===== src/rtl/tcm_arbiter.sv =====
// Two-master TCM arbiter: m0 = LSU, m1 = instruction fetch, with a one-entry response buffer per master.
// Define TCM_ARB_RR_EN for round-robin arbitration; fixed priority (m0 first) otherwise.
module tcm_arbiter #(
   parameter int DATA_WIDTH = 32,
   parameter int ADDR_WIDTH = 15
) (
   input  logic                    clk_i,
   input  logic                    rst_i,
   // master 0 (LSU)
   input  logic                    m0_req_i,
   output logic                    m0_gnt_o,
   input  logic [ADDR_WIDTH-1:0]   m0_addr_i,
   input  logic                    m0_we_i,
   input  logic [DATA_WIDTH/8-1:0] m0_be_i,
   input  logic [DATA_WIDTH-1:0]   m0_wdata_i,
   output logic                    m0_rvalid_o,
   output logic [DATA_WIDTH-1:0]   m0_rdata_o,
   input  logic                    m0_rready_i,
   // master 1 (instruction fetch)
   input  logic                    m1_req_i,
   output logic                    m1_gnt_o,
   input  logic [ADDR_WIDTH-1:0]   m1_addr_i,
   input  logic                    m1_we_i,
   input  logic [DATA_WIDTH/8-1:0] m1_be_i,
   input  logic [DATA_WIDTH-1:0]   m1_wdata_i,
   output logic                    m1_rvalid_o,
   output logic [DATA_WIDTH-1:0]   m1_rdata_o,
   input  logic                    m1_rready_i,
   // TCM single-port interface
   output logic                    tcm_en_o,
   output logic [ADDR_WIDTH-1:0]   tcm_addr_o,
   output logic                    tcm_we_o,
   output logic [DATA_WIDTH/8-1:0] tcm_be_o,
   output logic [DATA_WIDTH-1:0]   tcm_wdata_o,
   input  logic [DATA_WIDTH-1:0]   tcm_rdata_i
);

   localparam int BE_WIDTH = DATA_WIDTH / 8;

   logic [1:0]            req;
   logic [1:0]            rready;
   logic [1:0]            elig;
   logic [1:0]            gnt;
   logic [1:0]            rvalid;
   logic [DATA_WIDTH-1:0] rdata [2];
   logic [DATA_WIDTH-1:0] resp_val [2];

   logic [1:0]            pend_q, pend_d;
   logic [1:0]            pend_we_q, pend_we_d;
   logic [1:0]            buf_vld_q, buf_vld_d;
   logic [DATA_WIDTH-1:0] buf_q [2];
   logic [DATA_WIDTH-1:0] buf_d [2];

   logic [1:0]            mst_we;

   assign req    = {m1_req_i, m0_req_i};
   assign rready = {m1_rready_i, m0_rready_i};
   assign mst_we = {m1_we_i, m0_we_i};

   generate
      for (genvar gi = 0; gi < 2; gi++) begin : g_mst
         assign elig[gi] = req[gi] & ~buf_vld_q[gi] & (~pend_q[gi] | rready[gi]);

         // Value of the response currently returning from the TCM (writes return 0).
         assign resp_val[gi] = pend_we_q[gi] ? '0 : tcm_rdata_i;

         assign rvalid[gi] = pend_q[gi] | buf_vld_q[gi];
         assign rdata[gi]  = !rvalid[gi]   ? '0 :
                             buf_vld_q[gi] ? buf_q[gi] : resp_val[gi];

         assign pend_d[gi]    = gnt[gi];
         assign pend_we_d[gi] = gnt[gi] ? mst_we[gi] : pend_we_q[gi];

         always_comb begin
            buf_vld_d[gi] = buf_vld_q[gi];
            buf_d[gi]     = buf_q[gi];
            if (buf_vld_q[gi]) begin
               if (rready[gi]) begin
                  buf_vld_d[gi] = 1'b0;
               end
            end else if (pend_q[gi] && !rready[gi]) begin
               buf_vld_d[gi] = 1'b1;
               buf_d[gi]     = resp_val[gi];
            end
         end
      end
   endgenerate

`ifdef TCM_ARB_RR_EN
   logic rr_q, rr_d;

   always_comb begin
      gnt  = '0;
      rr_d = rr_q;
      if (!rst_i) begin
         if (elig[0] && elig[1]) begin
            gnt[rr_q] = 1'b1;
            rr_d      = ~rr_q;
         end else begin
            gnt = elig;
         end
      end
   end

   always_ff @(posedge clk_i or posedge rst_i) begin
      if (rst_i) begin
         rr_q <= 1'b0;
      end else begin
         rr_q <= rr_d;
      end
   end
`else
   always_comb begin
      gnt = '0;
      if (!rst_i) begin
         gnt[0] = elig[0];
         gnt[1] = elig[1] & ~elig[0];
      end
   end
`endif

   // Master 0 fields are presented to the TCM whenever master 1 is not the winner.
   always_comb begin
      tcm_en_o    = 1'b0;
      tcm_addr_o  = '0;
      tcm_we_o    = 1'b0;
      tcm_be_o    = '0;
      tcm_wdata_o = '0;
      if (!rst_i) begin
         tcm_en_o = |gnt;
         if (gnt[1]) begin
            tcm_addr_o  = m1_addr_i;
            tcm_we_o    = m1_we_i;
            tcm_be_o    = m1_be_i;
            tcm_wdata_o = m1_wdata_i;
         end else begin
            tcm_addr_o  = m0_addr_i;
            tcm_we_o    = m0_we_i;
            tcm_be_o    = m0_be_i;
            tcm_wdata_o = m0_wdata_i;
         end
      end
   end

   always_ff @(posedge clk_i or posedge rst_i) begin
      if (rst_i) begin
         pend_q    <= '0;
         pend_we_q <= '0;
         buf_vld_q <= '0;
         for (int i = 0; i < 2; i++) begin
            buf_q[i] <= '0;
         end
      end else begin
         pend_q    <= pend_d;
         pend_we_q <= pend_we_d;
         buf_vld_q <= buf_vld_d;
         for (int i = 0; i < 2; i++) begin
            buf_q[i] <= buf_d[i];
         end
      end
   end

   assign m0_gnt_o    = gnt[0];
   assign m1_gnt_o    = gnt[1];
   assign m0_rvalid_o = rvalid[0];
   assign m1_rvalid_o = rvalid[1];
   assign m0_rdata_o  = rdata[0];
   assign m1_rdata_o  = rdata[1];

   logic unused_be;
   assign unused_be = ^{BE_WIDTH{1'b0}};

endmodule

===== config.mk =====
export PLATFORM = sky130hd
export DESIGN_NAME = tcm_arbiter
export DESIGN_NICKNAME = d
export VERILOG_FILES = /design/src/rtl/tcm_arbiter.sv
export SDC_FILE = /design/constraint.sdc
export NUM_CORES = 1
export LEC_CHECK = 0
export ABC_AREA = 1
export CORE_ASPECT_RATIO = 0.75
export CORE_MARGIN = 4
export CORE_UTILIZATION = 35
export CTS_CLUSTER_SIZE = 16
export DETAILED_ROUTE_END_ITERATION = 12
export GPL_ROUTABILITY_DRIVEN = 1
export PLACE_DENSITY = 0.77
export SLEW_MARGIN = 15
export SYNTH_ARGS = -nofsm -noshare
export SYNTH_HDL_FRONTEND = slang
export SYNTH_SLANG_ARGS = --single-unit

===== constraint.sdc =====
create_clock -name clk_i -period 3 [get_ports clk_i]
set_input_delay 0.3 -clock clk_i [delete_from_list [all_inputs] [get_ports clk_i]]
set_output_delay 0.3 -clock clk_i [all_outputs]
set_load 0.01 [all_outputs]

==> results.sh, run 1 <==
export IMPL_fin_tns_setup_ns=0
export IMPL_multi_input_area_sq_um=2287
export IMPL_grt_pass1_vias=5425
export IMPL_fp_dieW_um=141.6
export IMPL_hold_path_class="flip-flop to flip-flop"
export IMPL_wl_met2_mm=8.494
export IMPL_synth_adder_area_share_pct=0
export IMPL_synth_top_cell_by_area="dfrtp_1"
export IMPL_grt_util_all_layers_pct=22.91
export IMPL_ys_types=20
export IMPL_cts_buffers=9
export IMPL_die_h_um=108.2
export IMPL_syn_num_nets=794
export IMPL_maxCapViolations=0
export IMPL_hold_depth=2
export IMPL_antenna_found_initial=0
export IMPL_max_slew_margin_rel_pct=50.37
export IMPL_clock_skew_ns=0.004530
export IMPL_gp_congestion=0.9311
export IMPL_clock_sinks=70
export IMPL_initial_core_util_pct=35.86
export IMPL_fin_crit_sh_pct=89.69
export IMPL_n_antenna_cell=0
export IMPL_grt_max_degree=122
export IMPL_ys_ff_latch=70
export IMPL_hold_worst_slack_ns=0.5257
export IMPL_yosysWarnings=0
export IMPL_ctsResizeCount=0
export IMPL_first_pass_iters=5
export IMPL_remaining_drc_errors=0
export IMPL_outcome="complete, no violations"
export IMPL_maxSlewViolCount=0
export IMPL_worstPathCellList="inv_2, nand2_2, buf_4, o32ai_1, clkdlybuf4s50_1"
export IMPL_area_delta_synth_final_pct=66.61
export IMPL_viasPerCell=5.171
export IMPL_drt_iter0_markers=493
export IMPL_dieArea_sq_um=15320
export IMPL_synth_area_mux_share_pct=0
export IMPL_synth_xor_area_share_pct=0
export IMPL_syn_area_sq_um=4684
export IMPL_top_layer="met4"
export IMPL_synth_compound_area_share_pct=19.23
export IMPL_worst_ep_arrival_time_ns=2.39
export IMPL_cts_max_path_buffers=2
export IMPL_crit_fanout=25
export IMPL_fin_crit_ns=2.691
export IMPL_drive_gt1_share_pct=5.481
export IMPL_synth_simple_area_share_pct=29.49
export IMPL_synth_top_family_by_area="simple AND/OR/NAND/NOR gates"
export IMPL_rows=36
export IMPL_tightest_slew_ns=0.7445
export IMPL_finalNetCount=1031
export IMPL_vias=5507
export IMPL_hpwl_mm=13.05
export IMPL_met3_wirelength_mm=1.627
export IMPL_wl_per_cell_um=17.04
export IMPL_power_density_nw_per_um2=468.6
export IMPL_cts_root_buffer="clkbuf_16"
export IMPL_grt_pass1_wl_mm=28.19
export IMPL_synth_edf_count=0
export IMPL_cp_data_required_time_ns=2.70
export IMPL_yosys_top_cells_count="108 x nor2_1, 101 x inv_1, 70 x dfrtp_1, 65 x nand3_1, 65 x o21ai_0"
export IMPL_p_leak_uw=0.003231
export IMPL_grt_ovfl_total=0
export IMPL_synth_top_cell_area_share_pct=37.39
export IMPL_worst_r2r_path_depth=7
export IMPL_drtAntennaViolNets=0
export IMPL_fillers=1167
export IMPL_synthArstFlopShare_pct=100.0
export IMPL_seqCellArea_sq_um=1752
export IMPL_ir_drop_uv=321.5
export IMPL_coreArea_sq_um=13060
export IMPL_wl_met1_mm=7.824
export IMPL_yosys_top_cells_area="dfrtp_1 37%, o32ai_1 12%, nor2_1 8.7%, nand3b_1 8.2%, inv_1 8.1%"
export IMPL_synth_ff_type="dfrtp_1"
export IMPL_rsz0062_at_grt="false"
export IMPL_finalSetupViolCount=0
export IMPL_yosys_cell_count_top_type="nor2_1"
export IMPL_ctsHoldBuffers=0
export IMPL_clkTransAtPathRegs_ns=0.06
export IMPL_syn_inst=652
export IMPL_htreeDepth=3
export IMPL_ios=263
export IMPL_cp_start_kind="flip-flop"
export IMPL_post_cts_buffers=0
export IMPL_slowest_stage="clkdlybuf4s50_1"
export IMPL_syn_avg_cell_area_sq_um=7.185
export IMPL_port_buffers=262
export IMPL_clock_latency_ns=0.33
export IMPL_cts_tree="done"
export IMPL_drt_total_wl_mm=18.15
export IMPL_slowest_delay_ns=0.60
export IMPL_max_freq_ghz=0.3716
export IMPL_setup_worst_path_end_class="output port"
export IMPL_crit_type="flip-flop to output port"
export IMPL_hold_viol=0
export IMPL_yosysSeqAreaShare_pct=37.39
==> flip-flops by register name (all words and copies together) (netlist names) <==
signal and cells:
buf_q 64, buf_vld_q 2, pend_q 2, pend_we_q 2
==> through the flow <==
step	cell area (sq um)	worst slack (ns)	power, uW	instances	util [%]
after detailed placement	7506	0.3611	2603	1049	57.46
after floorplan	4686	0.8956	1919	652	-
after CTS	7805	0.3212	3687	1065	59.75
after global placement	7506	0.4057	2582	1049	57.46
final	7805	0.3093	3658	1065	59.75
after global routing	7805	0.1803	3877	1065	59.75
==> worst max-delay path, delay by kind of cell, from the launching register on <==
| family | cells | cell delay, ns |
|---|---|---|
| flip-flops | 1 | 0.39 |
| buffers and inverters | 3 | 1.03 |
| AND/OR/NAND/NOR | 1 | 0.38 |
| AO/OA/AOI/OAI | 1 | 0.25 |
==> cell families (layout without fill, tap and decap cells) <==
group / Yosys count / after routing
compound gates: 132 / 132
buf+inv: 164 / 406
flops: 70 / 70
simple gates: 286 / 286
==> metal layers <==
layer,up-vias,GRT usage (%)
met5,-,0
met4,0,5.205
met3,18,6.808
met2,256,36.50
met1,2572,30.92
li1,2661,-
==> cell usage in the layout, fill, tap and decap left out, types with 5 or more instances in the layout <==
cell               n
nand3b_1          51
inv_1            101
nand2_1           55
clkbuf_16          9
o21ai_0           65
nor2_1           108
o32ai_1           64
buf_4             17
nand3_1           65
dfrtp_1           70
buf_12             5
clkdlybuf4s50_1  262
==> report_power, final <==
part / leakage, uW / internal [uW] / switching, uW
clock: 0.000136 / 649 / 412
sequential: 0.000898 / 1180 / 89.4
combinational: 0.00220 / 635 / 690
==> path summary, 6_finish.rpt <==
check	startpoint	to	slack, ns
max in group asynchronous	rst_i	pend_we_q[1]	1.97
hold reg to reg	buf_q[50]	buf_q[50]	0.53
setup reg to reg	buf_vld_q[0]	buf_q[37]	0.85
setup / recovery	buf_vld_q[1]	m1_rdata_o[18]	0.31
min in group asynchronous	rst_i	pend_q[1]	0.55
hold / removal	buf_q[50]	buf_q[50]	0.53
==> area by class of cell <==
type                       count  share of cell area [%]
timing repair buffer         284                   36.52
multi-input combinational    418                   29.30
sequential                    70                   22.44
inverter                     106                   5.162
clock buffer                  10                   2.934
tap                          171                   2.741
clock inverter                 6                  0.8977
Note: power is estimated with default switching activity, not from simulation.
==> run 2, diff against run 1 <==
Settings changed: CAP_MARGIN set to 20, CORE_MARGIN 4 to 5, PLACE_DENSITY 0.77 to 0.83.
==> results.sh, run 2 (synthesis gave the netlist of run 1 again) <==
export IMPL_slowest_stage="clkdlybuf4s50_1"
export IMPL_rows=36
export IMPL_slowest_delay_ns=0.62
export IMPL_fin_tns_setup_ns=0
export IMPL_n_antenna_cell=0
export IMPL_die_h_um=110.2
export IMPL_wl_per_cell_um=17.12
export IMPL_cts_buffers=9
export IMPL_area_delta_synth_final_pct=66.48
export IMPL_largest_reg_flops=64
export IMPL_critPathTopFamily="buffers and inverters"
export IMPL_mostFrequentLayoutCells="262 x clkdlybuf4s50_1, 108 x nor2_1, 101 x inv_1"
export IMPL_viasPerCell=5.245
export IMPL_final_core_util_pct=59.70
export IMPL_maxSlewViolCount=0
export IMPL_clock_skew_ns=0.007497
export IMPL_vias=5591
export IMPL_port_buffers=262
export IMPL_grt_util_all_layers_pct=22.00
export IMPL_drive_gt1_share_pct=5.587
export IMPL_cts_max_path_buffers=2
export IMPL_max_slew_margin_rel_pct=60.46
export IMPL_hold_path_class="flip-flop to flip-flop"
export IMPL_initial_core_util_pct=35.86
export IMPL_ctsResizeCount=0
export IMPL_multi_input_area_sq_um=2287
export IMPL_finalNetCount=1032
export IMPL_dpl_cell_count=1050
export IMPL_grt_ovfl_total=0
export IMPL_gp_congestion=0.8676
export IMPL_hold_worst_slack_ns=0.5258
export IMPL_first_pass_iters=5
export IMPL_dieArea_sq_um=15820
export IMPL_crit_top_cell="buf_4"
export IMPL_cp_data_required_time_ns=2.70
export IMPL_clkPwrFrac_pct=30.7
export IMPL_fin_crit_ns=2.623
export IMPL_outcome="complete, no violations"
export IMPL_p_leak_uw=0.003240
export IMPL_remaining_drc_errors=0
export IMPL_coreArea_sq_um=13060
export IMPL_power_density_nw_per_um2=479.3
export IMPL_p_sw_share_pct=32.03
export IMPL_worstPathCellList="inv_2, buf_4, nand2_2, buf_4, o32ai_1, clkdlybuf4s50_1"
export IMPL_drt_iter0_markers=329
export IMPL_ios=263
export IMPL_clock_sinks=70
export IMPL_fp_dieW_um=143.6
export IMPL_hold_viol=0
export IMPL_seqCellArea_sq_um=1752
export IMPL_ir_drop_uv=295.5
export IMPL_crit_type="flip-flop to output port"
export IMPL_internal_power_uw=2540
export IMPL_maxCapViolations=0
export IMPL_htreeDepth=3
export IMPL_regMostFlops="buf_q"
export IMPL_finalSetupViolCount=0
export IMPL_clkTransAtPathRegs_ns=0.06
export IMPL_cts_root_buffer="clkbuf_16"
export IMPL_drt_total_wl_mm=18.25
export IMPL_rsz0062_at_grt="false"
export IMPL_worst_ep_arrival_time_ns=2.32
export IMPL_drtAntennaViolNets=0
export IMPL_fillers=1184
export IMPL_antenna_found_initial=0
export IMPL_cts_tree="done"
export IMPL_tightest_slew_ns=0.5931
export IMPL_cp_start_kind="flip-flop"
export IMPL_grt_max_degree=122
export IMPL_setup_worst_path_end_class="output port"
export IMPL_grt_pass1_wl_mm=27.56
export IMPL_stdcell_count=1066
export IMPL_path_buf_inv=4
export IMPL_hpwl_mm=13.03
export IMPL_pwr_share_seq_pct=33.7
export IMPL_grt_pass1_vias=5322
export IMPL_switchingPower_uw=1197
export IMPL_final_common_cell="clkdlybuf4s50_1"
export IMPL_pwr_share_comb_pct=35.5
export IMPL_total_power_uw=3738
export IMPL_clock_latency_ns=0.33
export IMPL_max_freq_ghz=0.3812
export IMPL_crit_fanout=17
export IMPL_post_cts_buffers=0
export IMPL_fin_crit_sh_pct=87.44
export IMPL_ctsHoldBuffers=0
-- run 2: cell types whose count changed in the layout (fill, tap and decap cells not counted), sizes merged --
cell / change
clkinvlp: -2
clkinv: +2
bufinv: +1
buf: +1
inv: -1
-- run 2: worst min-delay path, delay by kind of cell, from the launching register on --
family / cells / cell delay, ns
buffers and inverters: 1 / 0.05
AO/OA/AOI/OAI: 1 / 0.11
flip-flops: 1 / 0.33
-- run 2: metal layers --
layer	vias to the layer above	track usage [%]	share of wire, %
li1	2664	-	-
met1	2622	28.34	41
met2	283	36.42	48
met3	22	6.339	10
met4	0	5.981	1.5
met5	-	0	0
-- run 2: path summary, 6_finish.rpt --
kind                              start            end  slack [ns]  depth (start not counted)
setup / recovery           buf_vld_q[1]  m1_rdata_o[1]        0.38                          6
setup reg to reg           buf_vld_q[1]      buf_q[11]        1.00                          8
hold reg to reg               buf_q[50]      buf_q[50]        0.53                          2
max in group asynchronous         rst_i      buf_q[37]        1.99                          3
min in group asynchronous         rst_i   pend_we_q[1]        0.55                          3
hold / removal                buf_q[50]      buf_q[50]        0.53                          2
-- run 2: power groups by stage --
| stage | Combinational, uW | Clock, uW | Sequential [uW] |
|---|---|---|---|
| after global placement | 1310 | 0 | 1260 |
| after global routing | 1450 | 1210 | 1280 |
| final | 1330 | 1150 | 1260 |
| after floorplan | 675 | 0 | 1240 |
| after detailed placement | 1320 | 0 | 1280 |
| after CTS | 1330 | 1170 | 1260 |
-- run 2: metrics by stage --
stage	instance area [sq um]	setup slack, ns
after CTS	7799	0.3648
final	7799	0.3767
after detailed placement	7476	0.3998
after global routing	7799	0.2645
after floorplan	4686	0.8956
after global placement	7476	0.4192
-- run 2: layout make-up --
class / instances / area share, %
Multi-Input combinational cell: 418 / 29.33
Clock buffer: 10 / 2.936
Tap cell: 171 / 2.743
Sequential cell: 70 / 22.46
Timing Repair Buffer: 285 / 36.16
Inverter: 106 / 5.166
Clock inverter: 6 / 1.203
